==> src/rtl/apb_pkg.sv <==
// Shared types and constants for the APB requester.
// State encoding, default widths and response error code.
package apb_pkg;

    typedef enum logic [1:0] {
        ST_IDLE   = 2'd0,
        ST_SETUP  = 2'd1,
        ST_ACCESS = 2'd2,
        ST_RESP   = 2'd3
    } apb_state_e;

    localparam int APB_ADDR_W  = 32;
    localparam int APB_DATA_W  = 32;
    localparam int APB_TIMEOUT = 16;

    localparam logic RSP_OK  = 1'b0;
    localparam logic RSP_ERR = 1'b1;

    // A zero TIMEOUT still needs a one-bit counter to stay legal.
    function automatic int cnt_width(input int t);
        return (t < 1) ? 1 : $clog2(t + 1);
    endfunction

endpackage

==> src/rtl/apb_wait_timer.sv <==
// Wait-state counter for the ACCESS phase.
// Clears on transfer start, saturates at TIMEOUT, flags expiry.
module apb_wait_timer
    import apb_pkg::*;
#(
    parameter int TIMEOUT = APB_TIMEOUT
) (
    input  logic clk,
    input  logic rst_n,
    input  logic clr,
    input  logic inc,
    output logic expired
);

    localparam int CW = cnt_width(TIMEOUT);
    localparam logic [CW-1:0] LIMIT = CW'(TIMEOUT);

    logic [CW-1:0] cnt;
    logic [CW:0]   cnt_inc;

    assign cnt_inc = {1'b0, cnt} + {{CW{1'b0}}, 1'b1};

    always_ff @(posedge clk or negedge rst_n) begin
        if (!rst_n) begin
            cnt <= '0;
        end else if (clr) begin
            cnt <= '0;
        end else if (inc && (cnt != LIMIT)) begin
            cnt <= cnt_inc[CW-1:0];
        end
    end

    // Fires on the edge where this wait cycle makes the count reach TIMEOUT.
    assign expired = (TIMEOUT != 0) && inc
                     && (cnt_inc >= {1'b0, LIMIT});

endmodule

==> src/rtl/apb_master.sv <==
// Single-outstanding APB requester: valid/ready command in,
// SETUP/ACCESS transfer out, valid/ready response back.
module apb_master
    import apb_pkg::*;
#(
    parameter int ADDR_W  = APB_ADDR_W,
    parameter int DATA_W  = APB_DATA_W,
    parameter int TIMEOUT = APB_TIMEOUT
) (
    input  logic              I_PCLK,
    input  logic              I_PRESET_N,
    input  logic              I_CMD_VALID,
    output logic              O_CMD_READY,
    input  logic              I_CMD_WRITE,
    input  logic [ADDR_W-1:0] I_CMD_ADDR,
    input  logic [DATA_W-1:0] I_CMD_WDATA,
    output logic              O_RSP_VALID,
    input  logic              I_RSP_READY,
    output logic [DATA_W-1:0] O_RSP_RDATA,
    output logic              O_RSP_ERR,
    output logic              O_PSEL,
    output logic              O_PENABLE,
    output logic              O_PWRITE,
    output logic [ADDR_W-1:0] O_PADDR,
    output logic [DATA_W-1:0] O_PWDATA,
    input  logic [DATA_W-1:0] I_PRDATA,
    input  logic              I_PREADY
);

    apb_state_e state;
    apb_state_e state_nx;

    logic accept;
    logic misaligned;
    logic timer_clr;
    logic timer_inc;
    logic expired;

    logic              cmd_ready_d;
    logic              rsp_valid_d;
    logic              psel_d;
    logic              penable_d;
    logic              pwrite_d;
    logic              err_d;
    logic [ADDR_W-1:0] paddr_d;
    logic [DATA_W-1:0] pwdata_d;
    logic [DATA_W-1:0] rdata_d;

    assign accept     = (state == ST_IDLE) && I_CMD_VALID && O_CMD_READY;
    assign misaligned = |I_CMD_ADDR[1:0];
    assign timer_clr  = accept && !misaligned;
    assign timer_inc  = (state == ST_ACCESS) && !I_PREADY;

    apb_wait_timer #(
        .TIMEOUT (TIMEOUT)
    ) u_timer (
        .clk     (I_PCLK),
        .rst_n   (I_PRESET_N),
        .clr     (timer_clr),
        .inc     (timer_inc),
        .expired (expired)
    );

    always_ff @(posedge I_PCLK or negedge I_PRESET_N) begin
        if (!I_PRESET_N) begin
            state <= ST_IDLE;
        end else begin
            state <= state_nx;
        end
    end

    always_comb begin
        state_nx = state;
        unique case (state)
            ST_IDLE: begin
                if (accept) begin
                    state_nx = misaligned ? ST_RESP : ST_SETUP;
                end
            end
            ST_SETUP: begin
                state_nx = ST_ACCESS;
            end
            ST_ACCESS: begin
                if (I_PREADY || expired) begin
                    state_nx = ST_RESP;
                end
            end
            ST_RESP: begin
                if (I_RSP_READY) begin
                    state_nx = ST_IDLE;
                end
            end
        endcase
    end

    // Next values for the output registers, derived from the next state.
    always_comb begin
        cmd_ready_d = (state_nx == ST_IDLE);
        rsp_valid_d = (state_nx == ST_RESP);
        psel_d      = (state_nx == ST_SETUP) || (state_nx == ST_ACCESS);
        penable_d   = (state_nx == ST_ACCESS);
        pwrite_d    = O_PWRITE;
        paddr_d     = O_PADDR;
        pwdata_d    = O_PWDATA;
        rdata_d     = O_RSP_RDATA;
        err_d       = O_RSP_ERR;
        if (accept) begin
            pwrite_d = I_CMD_WRITE;
            paddr_d  = I_CMD_ADDR;
            pwdata_d = I_CMD_WDATA;
            if (misaligned) begin
                rdata_d = '0;
                err_d   = RSP_ERR;
            end
        end
        if (state == ST_ACCESS) begin
            if (I_PREADY) begin
                rdata_d = O_PWRITE ? '0 : I_PRDATA;
                err_d   = RSP_OK;
            end else if (expired) begin
                rdata_d = '0;
                err_d   = RSP_ERR;
            end
        end
    end

    always_ff @(posedge I_PCLK or negedge I_PRESET_N) begin
        if (!I_PRESET_N) begin
            O_CMD_READY <= 1'b0;
            O_RSP_VALID <= 1'b0;
            O_RSP_RDATA <= '0;
            O_RSP_ERR   <= 1'b0;
            O_PSEL      <= 1'b0;
            O_PENABLE   <= 1'b0;
            O_PWRITE    <= 1'b0;
            O_PADDR     <= '0;
            O_PWDATA    <= '0;
        end else begin
            O_CMD_READY <= cmd_ready_d;
            O_RSP_VALID <= rsp_valid_d;
            O_RSP_RDATA <= rdata_d;
            O_RSP_ERR   <= err_d;
            O_PSEL      <= psel_d;
            O_PENABLE   <= penable_d;
            O_PWRITE    <= pwrite_d;
            O_PADDR     <= paddr_d;
            O_PWDATA    <= pwdata_d;
        end
    end

endmodule

==> config.mk <==
export PLATFORM = sky130hd
export DESIGN_NAME = apb_master
export DESIGN_NICKNAME = d
export VERILOG_FILES = /design/src/rtl/apb_pkg.sv /design/src/rtl/apb_wait_timer.sv /design/src/rtl/apb_master.sv
export SDC_FILE = /design/constraint.sdc
export NUM_CORES = 1
export LEC_CHECK = 0
export ABC_AREA = 1
export BUFFER_PORTS_ARGS = -buffer_cell sky130_fd_sc_hd__buf_2
export CORE_ASPECT_RATIO = 0.6
export CORE_UTILIZATION = 42
export DETAILED_ROUTE_END_ITERATION = 16
export PLACE_DENSITY = 0.76
export SLEW_MARGIN = 20
export SYNTH_ARGS = -nofsm -noshare
export SYNTH_HDL_FRONTEND = slang
export SYNTH_SLANG_ARGS = --single-unit
export TNS_END_PERCENT = 10
==> constraint.sdc <==
create_clock -name I_PCLK -period 1.6 [get_ports I_PCLK]
set_clock_uncertainty 0.1 [all_clocks]
set_input_delay 0.08 -clock I_PCLK [delete_from_list [all_inputs] [get_ports I_PCLK]]
set_output_delay 0.08 -clock I_PCLK [all_outputs]
set_load 0.05 [all_outputs]
* Word level (Yosys, flattened, before mapping)
Cells that the tools add are included.
** Operators by class
- Add/sub/neg operators :: 1
- Magnitude comparators :: 1
- Equal/unequal tests :: 7
- Mux-type cells :: 18
- Reduce and logical (&&, ||, !) cells :: 14
** Operators by type and width (count)
- $mux W32 :: 6
- $mux W5 :: 2
- $eq A2 B2 Y1 const B :: 4
- $mux W2 :: 4
- $pmux W2 S4 :: 1
- $add A5 B1 Y6 const B :: 1
- $ge A6 B5 Y1 const B :: 1
- $logic_and A1 B1 Y1 :: 6
- $mux W1 :: 5
- $ne A5 B5 Y1 const B :: 1
- $eq A2 B1 Y1 const B :: 2
- $logic_not A2 Y1 :: 2
- $logic_not A1 Y1 :: 2
- $logic_or A1 B1 Y1 :: 2
- $reduce_bool A2 Y1 :: 1
- $reduce_or A2 Y1 :: 1
** Storage, ports and cells
- Flip-flop bits (word level) :: 109
- Input port bits :: 102
- Output and inout bits :: 102
- Word-level logic and storage cells :: 52

* Longest topological paths before layout
Gate-level depths: netlist of run 1.
- Word-level depth :: 8
- Depth in mapped cells :: 9
- Depth with buffers taken out :: 9

* Modules after synthesis
From an unflattened synthesis of run 1, not the netlist that was laid out.
** Unflattened totals
- Cells, all modules :: 514
- Area total of the unflattened synthesis :: 4579.4 um^2
** By module, submodules not included
- apb_master :: times used 1, cells each 465, area each 4207.8 um^2, seq. area each 2602.5 um^2
- apb_wait_timer :: times used 1, cells each 49, area each 371.6 um^2, seq. area each 125.1 um^2

* Worst setup path before layout of run 1
OpenSTA, ideal clock, no wires.
- Path type :: register to register
- From :: register O_CMD_READY
- To :: register O_PSEL
- Setup time :: 126 ps
- Arrival time :: 1521 ps
- Data required time :: 1374 ps
- Setup slack :: -147 ps
- Stages on the path, launching flop included :: 8
- Buffers on the path :: 0
- Clock period less this slack :: 1747 ps
- Path through :: dfrtp_1 > nand2_1 > nor2_4 > o21ai_2 > inv_1 > o22ai_1 > inv_1 > ha_1
** On the way
- Longest elaborated chain between the ends :: 5
** RTL lines
- from (decl) :: line apb_master.sv:13 : output logic O_CMD_READY,
- from (signal assigned) :: line apb_master.sv:139 : O_CMD_READY <= cmd_ready_d;
- $logic_and A1 B1 Y1 * :: line apb_master.sv:49 : assign accept = (state == ST_IDLE) && I_CMD_VALID && O_CMD_READY;
- $mux W2 * :: line apb_master.sv:76 : if (accept) begin
- $pmux W2 S4 * :: line apb_master.sv:74 : unique case (state)
- via state_nx[1] :: line apb_master.sv:31 : apb_state_e state_nx;
- $eq A2 B1 Y1 / $eq A2 B2 Y1 (equally long branches) :: line apb_master.sv:100 : psel_d = (state_nx == ST_SETUP) || (state_nx == ST_ACCESS);
- $logic_or A1 B1 Y1 * :: line apb_master.sv:100
- via psel_d :: line apb_master.sv:41 : logic psel_d;
- to (signal assigned) :: line apb_master.sv:143 : O_PSEL <= psel_d;
- to (decl) :: line apb_master.sv:21 : output logic O_PSEL,
The timed path passes the listed nets; every way through them passes the cells marked *.
A chain may end at the register's enable or synchronous reset.

* Worst setup path after layout of run 1
- From :: register u_timer.cnt[1]
- To :: register O_PSEL
** On the way
- Longest elaborated chain between the ends :: 8
** RTL lines
- from (decl) :: line apb_wait_timer.sv:18 : logic [CW-1:0] cnt;
- from (signal assigned) :: line apb_wait_timer.sv:29 : cnt <= cnt_inc[CW-1:0];
- $add A5 B1 Y6 * :: line apb_wait_timer.sv:21 : assign cnt_inc = {1'b0, cnt} + {{CW{1'b0}}, 1'b1};
- $ge A6 B5 Y1 * :: line apb_wait_timer.sv:35 : && (cnt_inc >= {1'b0, LIMIT});
- $logic_and A1 B1 Y1 * :: line apb_wait_timer.sv:35
- $logic_or A1 B1 Y1 * :: line apb_master.sv:84 : if (I_PREADY || expired) begin
- $mux W2 * :: line apb_master.sv:84
- $pmux W2 S4 * :: line apb_master.sv:74
- $eq A2 B1 Y1 / $eq A2 B2 Y1 (equally long branches) :: line apb_master.sv:100
- $logic_or A1 B1 Y1 * :: line apb_master.sv:100
- via psel_d :: line apb_master.sv:41
Marks and branches as above.

==> results of run 1 <==
-- worst register-to-register path, stage by stage, from the launching register on --
cell and delay [ns]:
sky130_fd_sc_hd__dfrtp_1 0.40, sky130_fd_sc_hd__ha_4 0.17, sky130_fd_sc_hd__nand3_4 0.10, sky130_fd_sc_hd__nor2_4 0.12
sky130_fd_sc_hd__nand2_2 0.06, sky130_fd_sc_hd__nand2_4 0.07, sky130_fd_sc_hd__nand2_2 0.05, sky130_fd_sc_hd__nor2_2 0.09
sky130_fd_sc_hd__nand2_1 0.06, sky130_fd_sc_hd__ha_1 0.27
-- through the flow --
stage	cells	area [um2]	util, %	setup slack, ns
2_1_floorplan	489	4496	-	-0.03570
3_3_place_gp	817	5639	55.70	-0.01132
3_5_place_dp	817	5639	55.70	-0.06504
4_1_cts	932	6945	68.60	0.00002720
5_1_grt	932	6978	68.92	-0.08212
6_report	932	6978	68.92	-0.006513
-- report_power, final --
part,switching [mW],leakage (nW),internal (mW)
Combinational,6.38,2.43,1.95
Sequential,0.754,1.40,4.07
Clock,0.906,0.128,1.19
Total,8.04,3.96,7.20
-- area by class of cell --
type / instances / share of cell area (%)
clock buffer: 11 / 3.335
inverter: 13 / 0.6993
tap: 135 / 2.421
multi-input combinational: 341 / 21.77
timing repair buffer: 321 / 32.11
sequential: 109 / 39.13
clock inverter: 2 / 0.5379
-- cell usage in the layout, fill, tap and decap left out, types with 2 or more instances in the layout --
cell type                       count
sky130_fd_sc_hd__o22ai_1            2
sky130_fd_sc_hd__clkbuf_16          9
sky130_fd_sc_hd__nand2_1          271
sky130_fd_sc_hd__dfrtp_2            2
sky130_fd_sc_hd__nand3_1            3
sky130_fd_sc_hd__nand4_1           35
sky130_fd_sc_hd__buf_4             14
sky130_fd_sc_hd__nand2_2            5
sky130_fd_sc_hd__buf_2            202
sky130_fd_sc_hd__ha_1               4
sky130_fd_sc_hd__clkbuf_1           2
sky130_fd_sc_hd__nor2_2             2
sky130_fd_sc_hd__dlygate4sd3_1     98
sky130_fd_sc_hd__nor2_1             4
sky130_fd_sc_hd__dfrtp_1          107
sky130_fd_sc_hd__inv_2              2
sky130_fd_sc_hd__nor2_4             2
sky130_fd_sc_hd__inv_1             11
sky130_fd_sc_hd__buf_12             5
sky130_fd_sc_hd__o21ai_1            2
-- cells by family (layout without fill, tap and decap cells) --
family	after synthesis	after routing	synth area share (%)
buf+inv	39	347	6.135
compound gates	8	8	1.171
simple gates	327	327	30.31
flops	109	109	60.79
fa+ha+maj	5	5	1.394
xor+xnor	1	1	0.1952
-- registers in the layout (all words and copies together), names as in the netlist, 2 cells and up --
signal and cells:
O_PADDR 32, O_PWDATA 32, O_RSP_RDATA 32, u_timer.cnt 5
state 2
-- layer usage --
layer / share of wire (%) / global-route usage, %
met1: 41 / 29.37
met4: 2.5 / 10.79
met2: 49 / 40.97
met5: 0 / 0
met3: 7.3 / 7.099
-- repair_timing --
item                                    4_1_cts  5_1_grt
hold buffers                                 98        0
pin swaps                                     3        4
endpoints found under the hold margin       206        0
gates resized for setup                       0        9
endpoints found under the setup margin        4       53
gates cloned                                  1        0
setup buffers                                 3        0
-- worst max path at each step --
stage,depth (start not counted),slack (ns),start,to
floorplan,9,-0.04,u_timer.cnt[1],O_PSEL
global placement,9,-0.01,u_timer.cnt[0],O_PSEL
detailed placement,9,-0.07,u_timer.cnt[0],O_PSEL
CTS,9,0.00003,u_timer.cnt[1],O_PSEL
global route,9,-0.08,u_timer.cnt[1],O_PSEL
finish,9,-0.007,u_timer.cnt[1],O_PSEL
==> results.cfg, run 1 <==
[place]
hpwlAfterDp_um = 8181
io_buffers = 203
place.gp.congestion = 0.7863

[logic_synthesis]
synth.most_common_cell = sky130_fd_sc_hd__nand2_1
syn-num-nets = 596
synth_largest_area_cell = sky130_fd_sc_hd__dfrtp_1
synth_area_leaders = sky130_fd_sc_hd__dfrtp_1, sky130_fd_sc_hd__nand2_1, sky130_fd_sc_hd__nand4_1, sky130_fd_sc_hd__buf_6, sky130_fd_sc_hd__ha_1
total_number_of_yosys_warnings = 0
synth_common_cells = sky130_fd_sc_hd__nand2_1, sky130_fd_sc_hd__dfrtp_1, sky130_fd_sc_hd__nand4_1, sky130_fd_sc_hd__inv_1, sky130_fd_sc_hd__buf_6
synth_cells = 489
synth.yosys.seq_area_share_pct = 60.79
ys_async_sr_fraction_pct = 100.0
syn-mean-instance-area_um2 = 9.175
synth_seq_cells = 109
netlist-cell-type-count = 26
postSynth.topFlopCell = sky130_fd_sc_hd__dfrtp_1
yosysTopAreaCellShare_pct = 60.79
syn_area_um2 = 4487
synth_enable_flop_cells = 0

[setup_path]
crit_path_max_incr_delay_ns = 0.40
setup.worst_path.start_class = flip-flop
crit_arrival_ns = 1.73
worst_r2r_endpoint = O_PSEL
timing.reg2reg.worst_path_depth = 9
timing.critical_path.required_ns = 1.72
crit_path_frequent_cell = sky130_fd_sc_hd__nand2_2
ff2ff_setup_slack_ns = -0.007
cp_slowest_cell = sky130_fd_sc_hd__dfrtp_1
critPathCaptureType = flip-flop
path_delay_family = simple AND/OR/NAND/NOR gates
worstPathCellList = ha_4, nand3_4, nor2_4, nand2_2, nand2_4, nand2_2, nor2_2, nand2_1, ha_1
critPathKind = reg2reg
cp_num_buf_inv = 0
critical_path.reg2reg.startpoint = u_timer.cnt[1]
timing.critical_path.fanout_max = 3

[die]
chipWidth_um = 135.4
initial_core_util_pct = 44.32
ioPinCount = 204
floorplan.die.height_um = 82.06
fp.coreArea_um2 = 10120
fp-row-count = 28
die_area_um2 = 11110

[run]
max_cap_viol_count = 0

[final_layout]
nFillCells = 755
synthToLayoutAreaGrowth_pct = 55.52
seq_area_um2 = 2730
multiInputGateArea_um2 = 1519
finalNetCount = 902
post_route_cells_drive_above_1_share_pct = 31.87
antenna_cells_inserted = 0

[routing]
drt_pass1_iterations = 4
vias = 4478
detail_route.vias_per_cell = 4.805
drc = 0
drt_wirelength_um = 13400
antenna_violating_nets_remaining = 0
drt-wirelength-per-cell_um = 14.37
drt_iter0_markers = 185

[cts]
path_clk_slew_ns = 0.07
h-tree-depth = 3
insertion_delay_ns = 0.34
cell_at_the_root_of_the_clock_tree = sky130_fd_sc_hd__clkbuf_16
clockBufferDepth = 2
cts_sinks = 109
cts_made_buffers = 9
tritoncts = yes

[grt]
globalRouteOverflowTotal = 0
via_count_of_the_first_global_routing_pass = 4352
grt_pass1_wl_um = 20570
grt_antenna_before_repair = 0
grt.total_usage_pct = 24.31
largest_net_degree_at_the_start_of_global_routing = 42

[timing]
maxClockFrequency_mhz = 622.5
hold_ws_ns = 0.03170
slew-limit-headroom_pct = 74.02
final.setup.tns_ns = -0.006513
max_slew.worst_pin.slew_ns = 0.3896
final-hold-violation-count = 0
period_needed_ns = 1.607
fin_ws_ns = -0.006513
timing.final.crit_share_pct = 100.4
unrepaired_setup_endpoints_after_global_routing = yes
setup_violations = 1
slew_viol_final = 0

[power]
finalPower_mw = 15.24
vdd.ir_drop.worst_uv = 1516
leakage_nw = 3.963
powerDensity_nw_per_um2 = 2184

[status]
violations = setup timing
outcome = finished, violations left

[worst_hold_path]
whs_path_depth = 4
min-delay-path-class = in2reg
min-delay-start = I_RSP_READY
holdPathEnd = state[0]
No activity file was read; power rests on OpenSTA's default activity.
==> run 2: changes to the inputs <==
--- a/config.mk
+++ b/config.mk
@@ -15,4 +15,3 @@
 export SYNTH_ARGS = -nofsm -noshare
 export SYNTH_HDL_FRONTEND = slang
 export SYNTH_SLANG_ARGS = --single-unit
-export TNS_END_PERCENT = 10
==> results.cfg, run 2 (synthesized netlist as in run 1, its figures left out) <==
[grt]
most_crowded_layer_gr = met2
grt.total_usage_pct = 24.31
grt_pass1_wl_um = 20570
global_route.usage.met3_pct = 7.099
grt_util_met2_pct = 40.97
via_count_of_the_first_global_routing_pass = 4352
grt_antenna_before_repair = 0
largest_net_degree_at_the_start_of_global_routing = 42
grt_use_met1_pct = 29.37
globalRouteOverflowTotal = 0

[die]
fp-row-count = 28
initial_core_util_pct = 44.32
fp.coreArea_um2 = 10120
chipWidth_um = 135.4
die_area_um2 = 11110
ioPinCount = 204
floorplan.die.height_um = 82.06

[final_layout]
largest_registers = O_PADDR (32), O_PWDATA (32), O_RSP_RDATA (32)
synthToLayoutAreaGrowth_pct = 55.52
design_area_um2 = 6978
finalNetCount = 902
nFillCells = 755
post_route_cells_drive_above_1_share_pct = 31.99
layout.cells.most_common_list = sky130_fd_sc_hd__nand2_1, sky130_fd_sc_hd__buf_2, sky130_fd_sc_hd__dfrtp_1, sky130_fd_sc_hd__dlygate4sd3_1, sky130_fd_sc_hd__nand4_1
most_common_cell_after_layout_fill_and_taps_aside = sky130_fd_sc_hd__nand2_1
final_core_util_pct = 68.92
antenna_cells_inserted = 0
instances_no_fill = 932

[setup_path]
timing.critical_path.required_ns = 1.72
setup.worst_path.start_class = flip-flop
critPathCaptureType = flip-flop
critPathKind = reg2reg
ff2ff_setup_slack_ns = -0.006
crit_arrival_ns = 1.73
timing.critical_path.fanout_max = 3

[cts]
cts_made_buffers = 9
path_clk_slew_ns = 0.07
clockBufferDepth = 2
tritoncts = yes
insertion_delay_ns = 0.34
h-tree-depth = 3
cell_at_the_root_of_the_clock_tree = sky130_fd_sc_hd__clkbuf_16
cts_sinks = 109

[routing]
vias = 4473
drt_wirelength_um = 13400
drt-wirelength-per-cell_um = 14.38
drt_iter0_markers = 185
antenna_violating_nets_remaining = 0
drt_pass1_iterations = 4
detail_route.vias_per_cell = 4.799
drc = 0

[place]
detailed_place.area_um2 = 5639
dp_slack_ns = -0.06504
io_buffers = 203
hpwlAfterDp_um = 8181
place.gp.congestion = 0.7863
place_inst = 817

[timing]
timing.final.crit_share_pct = 100.4
setup_violations = 1
period_needed_ns = 1.606
slew-limit-headroom_pct = 74.02
fin_ws_ns = -0.006445
unrepaired_setup_endpoints_after_global_routing = yes
maxClockFrequency_mhz = 622.5
final-hold-violation-count = 0
slew_viol_final = 0
max_slew.worst_pin.slew_ns = 0.3897

[power]
leakage_nw = 3.961
vdd.ir_drop.worst_uv = 1516
powerDensity_nw_per_um2 = 2185
finalPower_mw = 15.24

[status]
violations = setup timing
outcome = finished, violations left

[run]
max_cap_viol_count = 0

[worst_hold_path]
min-delay-path-class = in2reg
[run 2: routing by layer]
metal | up-vias | part of all wire, %
met2 | 211 | 49
met1 | 2090 | 42
met3 | 34 | 7.1
met5 | - | 0
li1 | 2138 | -
met4 | 0 | 2.4
[run 2: through the flow]
step / hold WS [ns] / TNS, ns
final: 0.02998 / -0.006445
after global routing: 0.04398 / -0.3290
after CTS: 0.007140 / 0
after detailed placement: -0.06636 / -0.06875
after global placement: -0.07769 / -0.01132
after floorplan: -0.3156 / -0.03570
[run 2: worst paths after layout]
path,from,to,cells after the start
max,u_timer.cnt[1],O_PSEL,9
min in group asynchronous,I_PRESET_N,O_RSP_RDATA[22],2
max in group asynchronous,I_PRESET_N,u_timer.cnt[2],3
max reg2reg,u_timer.cnt[1],O_PSEL,9
min,I_RSP_READY,state[0],4
min reg2reg,O_PWDATA[24],O_PWDATA[24],2
[run 2: worst max-delay path: stages, from the launching register on]
cell                      delay, ns
sky130_fd_sc_hd__dfrtp_1       0.40
sky130_fd_sc_hd__ha_4          0.17
sky130_fd_sc_hd__nand3_4       0.10
sky130_fd_sc_hd__nor2_4        0.12
sky130_fd_sc_hd__nand2_2       0.06
sky130_fd_sc_hd__nand2_4       0.07
sky130_fd_sc_hd__nand2_2       0.05
sky130_fd_sc_hd__nor2_2        0.09
sky130_fd_sc_hd__nand2_1       0.06
sky130_fd_sc_hd__ha_1          0.27
[run 2: repair_timing]
| item | in CTS | in global routing |
|---|---|---|
| gates cloned | 1 | 0 |
| setup buffers | 3 | 0 |
| gates resized for setup | 0 | 10 |
| endpoints found under the setup margin | 4 | 53 |
| pin swaps | 3 | 4 |
| endpoints found under the hold margin | 206 | 0 |
| hold buffers | 98 | 0 |
[run 2: final cells by class]
type                    count  area [um2]  area share, %
clock buffers              11       232.7          3.335
clock inverters             2       37.54         0.5379
inverters                  13       48.80         0.6993
multi-input cells         341        1519          21.77
flip-flops and latches    109        2730          39.13
well taps                 135       168.9          2.421
repair buffers            321        2241          32.11
[run 2: report_power, final]
| part | internal (mW) | switching (mW) | total, mW |
|---|---|---|---|
| Combinational | 1.95 | 6.38 | 8.33 |
| Sequential | 4.07 | 0.753 | 4.82 |
| Clock | 1.19 | 0.909 | 2.10 |
| Total | 7.20 | 8.04 | 15.2 |
